[config.mk]
export PLATFORM = sky130hd
export DESIGN_NAME = multi_sel_rx
export DESIGN_NICKNAME = d
export VERILOG_FILES = /design/src/rtl/multi_sel_rx.sv
export SDC_FILE = /design/constraint.sdc
export NUM_CORES = 1
export LEC_CHECK = 0
export ABC_AREA = 1
export ABC_CLOCK_PERIOD_IN_PS = 5400
export CORE_MARGIN = 2
export CORE_UTILIZATION = 61
export DETAILED_ROUTE_END_ITERATION = 7
export PLACE_DENSITY = 0.86
export REMOVE_ABC_BUFFERS = 1
export SLEW_MARGIN = 0
export SYNTH_ARGS = -nofsm -noshare
export SYNTH_HDL_FRONTEND = slang
export SYNTH_SLANG_ARGS = --single-unit
export TNS_END_PERCENT = 100
[constraint.sdc]
create_clock -name clk -period 5.4 [get_ports clk]
set_input_delay 1.35 -clock clk [delete_from_list [all_inputs] [get_ports clk]]
set_output_delay 1.35 -clock clk [all_outputs]
set_load 0.02 [all_outputs]
[src/rtl/multi_sel_rx.sv]
// -----------------------------------------------------------------------------
// multi_sel_rx
//
// Receive-side decoder for the 4-beat scaled-product stream of the multi_sel
// shift-multiplier. A frame is d, d*3, d*7, d*8, with in_grant marking beat 0.
// The operand is recovered from beat 0. Every beat is checked against a
// shift-add reconstruction of that operand. One result is returned per frame,
// together with a per-beat error mask.
//
// Ports
//   clk       in   single clock, rising edge
//   rst       in   asynchronous reset, active low
//   in_grant  in   frame start, high on the beat-0 cycle only
//   din       in   product beat [OW-1:0], sampled every rising edge
//   d_out     out  recovered operand [DW-1:0], held between frames
//   d_valid   out  one-cycle pulse, d_out and err_mask are valid
//   err_mask  out  bit k set = beat k mismatched
//   sync_err  out  one-cycle pulse, current frame aborted by an early grant
// -----------------------------------------------------------------------------
module multi_sel_rx #(
    parameter int DW = 8,
    parameter int OW = DW + 3
) (
    input  logic          clk,
    input  logic          rst,
    input  logic          in_grant,
    input  logic [OW-1:0] din,
    output logic [DW-1:0] d_out,
    output logic          d_valid,
    output logic [3:0]    err_mask,
    output logic          sync_err
);

    // The state encoding doubles as the index of the beat expected this cycle.
    typedef enum logic [1:0] {
        IDLE = 2'd0,
        B1   = 2'd1,
        B2   = 2'd2,
        B3   = 2'd3
    } state_t;

    state_t        r_state;
    state_t        w_state_nxt;
    logic [DW-1:0] r_d;
    logic [DW-1:0] w_d_nxt;
    logic [3:0]    r_mask;
    logic [3:0]    w_mask_nxt;
    logic [DW-1:0] w_d_out_nxt;
    logic [3:0]    w_err_mask_nxt;
    logic          w_d_valid_nxt;
    logic          w_sync_err_nxt;

    // References are built at full beat width so that d*8 never truncates.
    logic [OW-1:0] w_d_ext;
    logic [OW-1:0] w_ref_x3;
    logic [OW-1:0] w_ref_x7;
    logic [OW-1:0] w_ref_x8;
    logic          w_hi_nz;
    logic          w_beat_err;
    logic [3:0]    w_mask_acc;

    assign w_d_ext  = OW'(r_d);
    assign w_ref_x3 = (w_d_ext << 1) + w_d_ext;
    assign w_ref_x7 = (w_d_ext << 3) - w_d_ext;
    assign w_ref_x8 =  w_d_ext << 3;

    // Beat 0 is the raw operand, so any bit above DW means it was corrupted.
    assign w_hi_nz = |din[OW-1:DW];

    always_comb begin
        // NOTE: every variable assigned in a combinational block gets a default
        // first, so no path through the block leaves it unassigned (which would
        // infer a latch).
        w_beat_err = 1'b0;
        case (r_state)
            IDLE: w_beat_err = w_hi_nz;
            B1:   w_beat_err = (din != w_ref_x3);
            B2:   w_beat_err = (din != w_ref_x7);
            B3:   w_beat_err = (din != w_ref_x8);
            default: w_beat_err = 1'b0;
        endcase
    end

    // Running mask with the current beat's result folded in.
    assign w_mask_acc = r_mask | (w_beat_err ? (4'b0001 << r_state) : 4'b0000);

    always_comb begin
        w_state_nxt    = r_state;
        w_d_nxt        = r_d;
        w_mask_nxt     = r_mask;
        w_d_out_nxt    = d_out;
        w_err_mask_nxt = err_mask;
        w_d_valid_nxt  = 1'b0;
        w_sync_err_nxt = 1'b0;

        if (in_grant) begin
            // A grant always starts a new frame. Outside IDLE it aborts the
            // frame in flight; the published d_out/err_mask stay untouched.
            w_d_nxt        = din[DW-1:0];
            w_mask_nxt     = {3'b000, w_hi_nz};
            w_state_nxt    = B1;
            w_sync_err_nxt = (r_state != IDLE);
        end else begin
            case (r_state)
                IDLE: begin
                    // Without a grant the bus carries nothing of interest.
                end
                B1: begin
                    w_mask_nxt  = w_mask_acc;
                    w_state_nxt = B2;
                end
                B2: begin
                    w_mask_nxt  = w_mask_acc;
                    w_state_nxt = B3;
                end
                B3: begin
                    w_d_out_nxt    = r_d;
                    w_err_mask_nxt = w_mask_acc;
                    w_d_valid_nxt  = 1'b1;
                    w_mask_nxt     = 4'b0000;
                    w_state_nxt    = IDLE;
                end
                default: w_state_nxt = IDLE;
            endcase
        end
    end

    // NOTE: sequential state uses non-blocking assignments so every register
    // samples the pre-edge values, independent of statement order.
    always_ff @(posedge clk or negedge rst) begin
        if (!rst) begin
            r_state  <= IDLE;
            r_d      <= '0;
            r_mask   <= 4'b0000;
            d_out    <= '0;
            err_mask <= 4'b0000;
            d_valid  <= 1'b0;
            sync_err <= 1'b0;
        end else begin
            r_state  <= w_state_nxt;
            r_d      <= w_d_nxt;
            r_mask   <= w_mask_nxt;
            d_out    <= w_d_out_nxt;
            err_mask <= w_err_mask_nxt;
            d_valid  <= w_d_valid_nxt;
            sync_err <= w_sync_err_nxt;
        end
    end

endmodule
=== Yosys cells after proc, flatten, opt, wreduce, memory -nomap -nowiden ===
Cells that the tools add are included.
W data, S select, Z words.

* Flip-flop bits (word level): 28
* Word-level logic and storage cells: 34
* Bits of input ports: 14
* Output and inout port bits: 14

* Reduce and logical (&&, ||, !) cells: 7
* Shift operators: 1
* Bitwise operators: 2
* Add/sub/neg operators: 2
* Eq/ne operators: 6
* Multiplexer cells: 9

{| class="wikitable"
|+ Operator list
! kind !! count
|-
| $ne A11 B11 Y1 || 2
|-
| $ne A11 B10 Y1 || 1
|-
| $sub A11 B8 Y11 || 1
|-
| $add A9 B8 Y10 || 1
|-
| $mux W4 || 2
|-
| $pmux W4 S2 || 1
|-
| $pmux W2 S3 || 1
|-
| $eq A2 B2 Y1 const B || 2
|-
| $or A4 B4 Y4 || 1
|-
| $pmux W1 S4 || 1
|-
| $reduce_bool A4 Y1 || 1
|-
| $shl A1 B2 Y4 const A || 1
|-
| $mux W1 || 3
|-
| $reduce_bool A3 Y1 || 1
|-
| $reduce_or A3 Y1 || 1
|-
| $eq A2 B1 Y1 const B || 1
|-
| $logic_not A2 Y1 || 1
|-
| $mux W2 || 1
|-
| $reduce_and A2 Y1 || 1
|-
| $reduce_bool A2 Y1 || 1
|-
| $reduce_or A2 Y1 || 1
|-
| $not A1 Y1 || 1
|}

=== Logic depth before layout (Yosys ltp) ===
* Depth after elaboration: 7
* Mapped depth: 20
* Depth with buffers taken out: 20

=== Worst setup path before layout ===
Ideal clock, no wire load.

* Path kind: input to register
* Start point: in din[0]
* End point: reg err_mask[1]
* Library setup time: 0.116 ns
* Data required time: 5.284 ns
* Slack: 3.036 ns
* Data arrival time: 2.247 ns
* Stages on the path: 14
* Path buffers: 0
* Path through: nand3b_1 nand3_1 nor2_1 nand2_1 clkinv_1 nand3_1 nor2_1 nand2_1 nor2_2 nand3_2 nand3_2 nand2_1 nand2_1 nand2_1

* Cells in the longest elaborated chain, start to end: 4
* Elaborated cells on any way between the ends: 6
* Those cells by class: 3 x eq/ne; 2 x mux; 1 x bitwise

{| class="wikitable"
|+ RTL lines
! element !! RTL line !! text
|-
| from (decl) || 27 || <nowiki>input logic [OW-1:0] din,</nowiki>
|-
| $ne A11 B11 Y1, or another cell as far along || 79 || <nowiki>B3: w_beat_err = (din != w_ref_x8);</nowiki>
|-
| $pmux W1 S4 (*) || 75 || <nowiki>case (r_state)</nowiki>
|-
| $mux W4 (*) || 85 || <nowiki>assign w_mask_acc = r_mask | (w_beat_err ? (4'b0001 << r_state) : 4'b0000);</nowiki>
|-
| $or A4 B4 Y4 (*) || 85 ||
|-
| to (signal assigned) || 144 || <nowiki>err_mask <= w_err_mask_nxt;</nowiki>
|-
| to (decl) || 30 || <nowiki>output logic [3:0] err_mask,</nowiki>
|}

Mark *: on every way between the ends. The rest lies on a longest branch, timed or not.
A chain may end at the register's enable or synchronous reset.

=== Worst setup path after layout ===
* Start point: in din[1]
* End point: reg err_mask[2]

Same word-level chain as after synthesis.

==> qor.txt <==
crit path launch type -> input port
Synth Area in Simple Gates -> 0.374
fmax -> 344 MHz
number of cell rows -> 22
Psw -> 0.505 mW
status -> finished, final reports clean
Worst Tran Pin Value -> 695 ps
M3 GR Usage -> 0.0405
top_reg_cell synth -> dfrtp_1
Power Density -> 408 nW/um^2
Hold Vio Cnt, Final -> 0
Top Family by Delay on Critical Path -> simple AND/OR/NAND/NOR gates
Most Crowded Layer GR -> met2
adder-cell area share of the yosys netlist -> 0.119
final antenna-violating net count -> 0
worst-path fanout max -> 3
die width -> 66.5 um
most used cell, CP -> nand2_1
post-synthesis mux area share -> 0
# IOs -> 28
crit share post-route -> 0.539
nature of the critical path endpoint -> flip-flop
Final nets -> 421
drt drc -> 0
Pleak -> 1.46 nW
Worst EP arrival -> 3100 ps
RePlAce Congestion -> 0.958
slowest stage delay, CP -> 490 ps
1st-pass router iterations -> 6
final setup TNS -> 0 ps
DR WL/cell -> 13.7 um
share of cells above drive strength 1 -> 0.0703
Setup crit start -> din[1]
Worst Skew -> 16.0 ps
Rel. slew slack -> 0.535
antenna violations before repair -> 0
max-slew violation count -> 0
sinks on the clock net -> 28
Net Sw Frac -> 0.448
Reg clk slew, reported paths -> 110 ps
Hold Crit Start -> err_mask[2]
post-synthesis sequential area ratio -> 0.294
slowest CP cell -> clkdlybuf4s50_1
Max-Cap Viols -> 0
top-area cell type share of the netlist area -> 0.294
number of DRC markers in iteration 0 -> 166
Die ar. -> 4420 sq um
met2 usage -> 0.513
Yosys reg bits -> 28
leading area contributor after synthesis -> dfrtp_1
flop-to-flop setup slack -> 2570 ps
xor and xnor area share after synthesis -> 0.00682
gr usage total -> 0.301
Worst Path Required -> 5590 ps
post-synthesis cell area -> 2380 sq um
Hold WC Path Type -> flip-flop to flip-flop
Initial Utilization -> 0.641
min Tclk post-route -> 2910 ps
first-pass GRT wire length -> 10.2 mm
vias in the first global route -> 2,239
total CTS buffers -> 3
Clk pwr share -> 0.151
RSZ-0062 raised after global routing -> no
Synth async-reset ratio -> 1.00
worst reg2reg path startpoint -> r_state[0]
synthesized instance count -> 358
VDD IR max -> 0.000317 V
Post-CTS Setup Repair Bufs -> 0
PostCTS Resize Cnt -> 0
crit path cell chain -> clkdlybuf4s50_1, nand3b_1, nand2_1, nor2_1, nand2_1, clkinv_1, nand3_1, nor2_1, nand2_1, nor2_2, nand3_2, nand3_2, nand2_1, nand2_1, nand2_1
met1 Use GR -> 0.407
Internal Dissipation -> 0.623 mW
synth unique cells -> 30
CTS tree -> built
CORE AREA -> 3720 sq um
die height -> 66.5 um
clock buffer depth -> 2
H-Tree Level Count -> 1
Final Power -> 1.13 mW
vias per cell -> 5.59
Hold Buf Count CTS -> 0
Seq pwr share -> 0.285
worst-skew pair later-pin latency -> 290 ps
Post-synth EDFFs -> 0
# diodes -> 0
Mean Syn Cell Area -> 6.66 sq um
half-perimeter wire length after placement -> 4.48 mm
CP bufs+invs -> 2
Port Buf Inserts -> 27
total wire length -> 5.92 mm
largest family of logic cells by synthesized area -> simple AND/OR/NAND/NOR gates
Yosys warnings -> 0
Synth-to-Final Area Change -> 16.0%
largest net degree at the start of global routing -> 29
combinational cell fraction of total power -> 0.563
compound-cell area share of the yosys netlist -> 0.102
via count -> 2,415
Util after Layout -> 0.744
final setup vio count -> 0
clk root buf -> clkbuf_8
crit path kind -> input port to flip-flop
Fillers -> 301
GRT overflow -> 0
Area contributors post-synth -> dfrtp_1 (29%), nand2_1 (17%), ha_1 (11%), nand3_1 (8.2%), inv_1 (7.7%)
placed cells by master, fill, tap and decap left out, types with 2 or more instances in the layout:
cell type	netlist	layout
a21oi_1	11	11
a21oi_2	3	3
a22oi_1	2	2
clkbuf_8	0	3
clkdlybuf4s50_1	0	27
clkinv_1	2	2
dfrtp_1	28	28
ha_1	21	21
inv_1	49	49
inv_2	8	8
nand2_1	111	111
nand3_1	39	39
nand3_2	6	6
nand3b_1	5	5
nand4_1	10	10
nor2_1	22	22
nor2_2	4	4
o21ai_0	13	13
o21ai_1	9	9
power by group through the flow:
stage	Combinational [mW]	Clock, mW	Sequential [mW]
2_1_floorplan	0.374	0	0.371
3_3_place_gp	0.609	0	0.325
3_5_place_dp	0.627	0	0.324
4_1_cts	0.631	0.171	0.321
5_1_grt	0.707	0.184	0.331
6_report	0.635	0.171	0.322
flip-flops by register name (all words and copies together), names as in the netlist:
register / flops
r_state: 2
r_mask: 4
d_out: 8
err_mask: 4
d_valid: 1
sync_err: 1
r_d: 8
kinds of logic (layout without fill, tap and decap cells):
family | after synthesis | in the layout
XOR/XNOR | 1 | 1
adder cells (fa/ha/maj) | 22 | 22
AND/OR/NAND/NOR | 199 | 199
flip-flops | 28 | 28
buffers and inverters | 65 | 91
AO/OA/AOI/OAI | 43 | 43
Yosys cell counts (2+ instances only):
library cell / count
nand3_1: 39
nand3b_1: 5
o21ai_1: 9
nor2_1: 22
ha_1: 21
clkinv_1: 2
a22oi_1: 2
a21oi_2: 3
dfrtp_1: 28
nand3_2: 6
clkbuf_1: 2
nor2_2: 4
o21ai_0: 13
buf_2: 2
a21oi_1: 11
inv_2: 8
nand4_1: 10
nand2_1: 111
inv_1: 49
tightest hold or removal path, delay by kind of cell (launching register included):
family / cells / cell delay [ps]
DFF: 1 / 360
and+or+nand+nor: 2 / 110
stage by stage:
step / worst slack, ps / hold slack, ps / cells / cell area (sq um)
2_1_floorplan: 3030 / 447 / 352 / 2350
4_1_cts: 2520 / 491 / 432 / 2760
3_3_place_gp: 2240 / 466 / 428 / 2690
5_1_grt: 2350 / 526 / 432 / 2760
6_report: 2490 / 492 / 432 / 2760
3_5_place_dp: 2210 / 464 / 428 / 2690
per-layer routing:
metal  share of wire  up-vias
met2            0.46       83
li1                -     1206
met4           0.013        0
met5               0        -
met1            0.47     1113
met3           0.053       13
worst paths after layout:
kind / to / depth (start not counted)
worst max-delay path: err_mask[2] / 15
worst min-delay path: err_mask[2] / 2
worst max register to register: err_mask[2] / 16
worst min register to register: err_mask[2] / 2
max in group asynchronous: r_state[1] / 2
min in group asynchronous: r_d[6] / 2
final cells by class:
| class | instances | area, sq um | area share |
|---|---|---|---|
| Inverter | 59 | 221 | 0.0801 |
| Tap cell | 48 | 60.1 | 0.0217 |
| Sequential cell | 28 | 701 | 0.254 |
| Clock inverter | 1 | 30.0 | 0.0109 |
| Clock buffer | 3 | 41.3 | 0.0149 |
| Timing Repair Buffer | 28 | 278 | 0.100 |
| Multi-Input combinational cell | 265 | 1430 | 0.518 |
No activity file was read; power rests on OpenSTA's default activity.
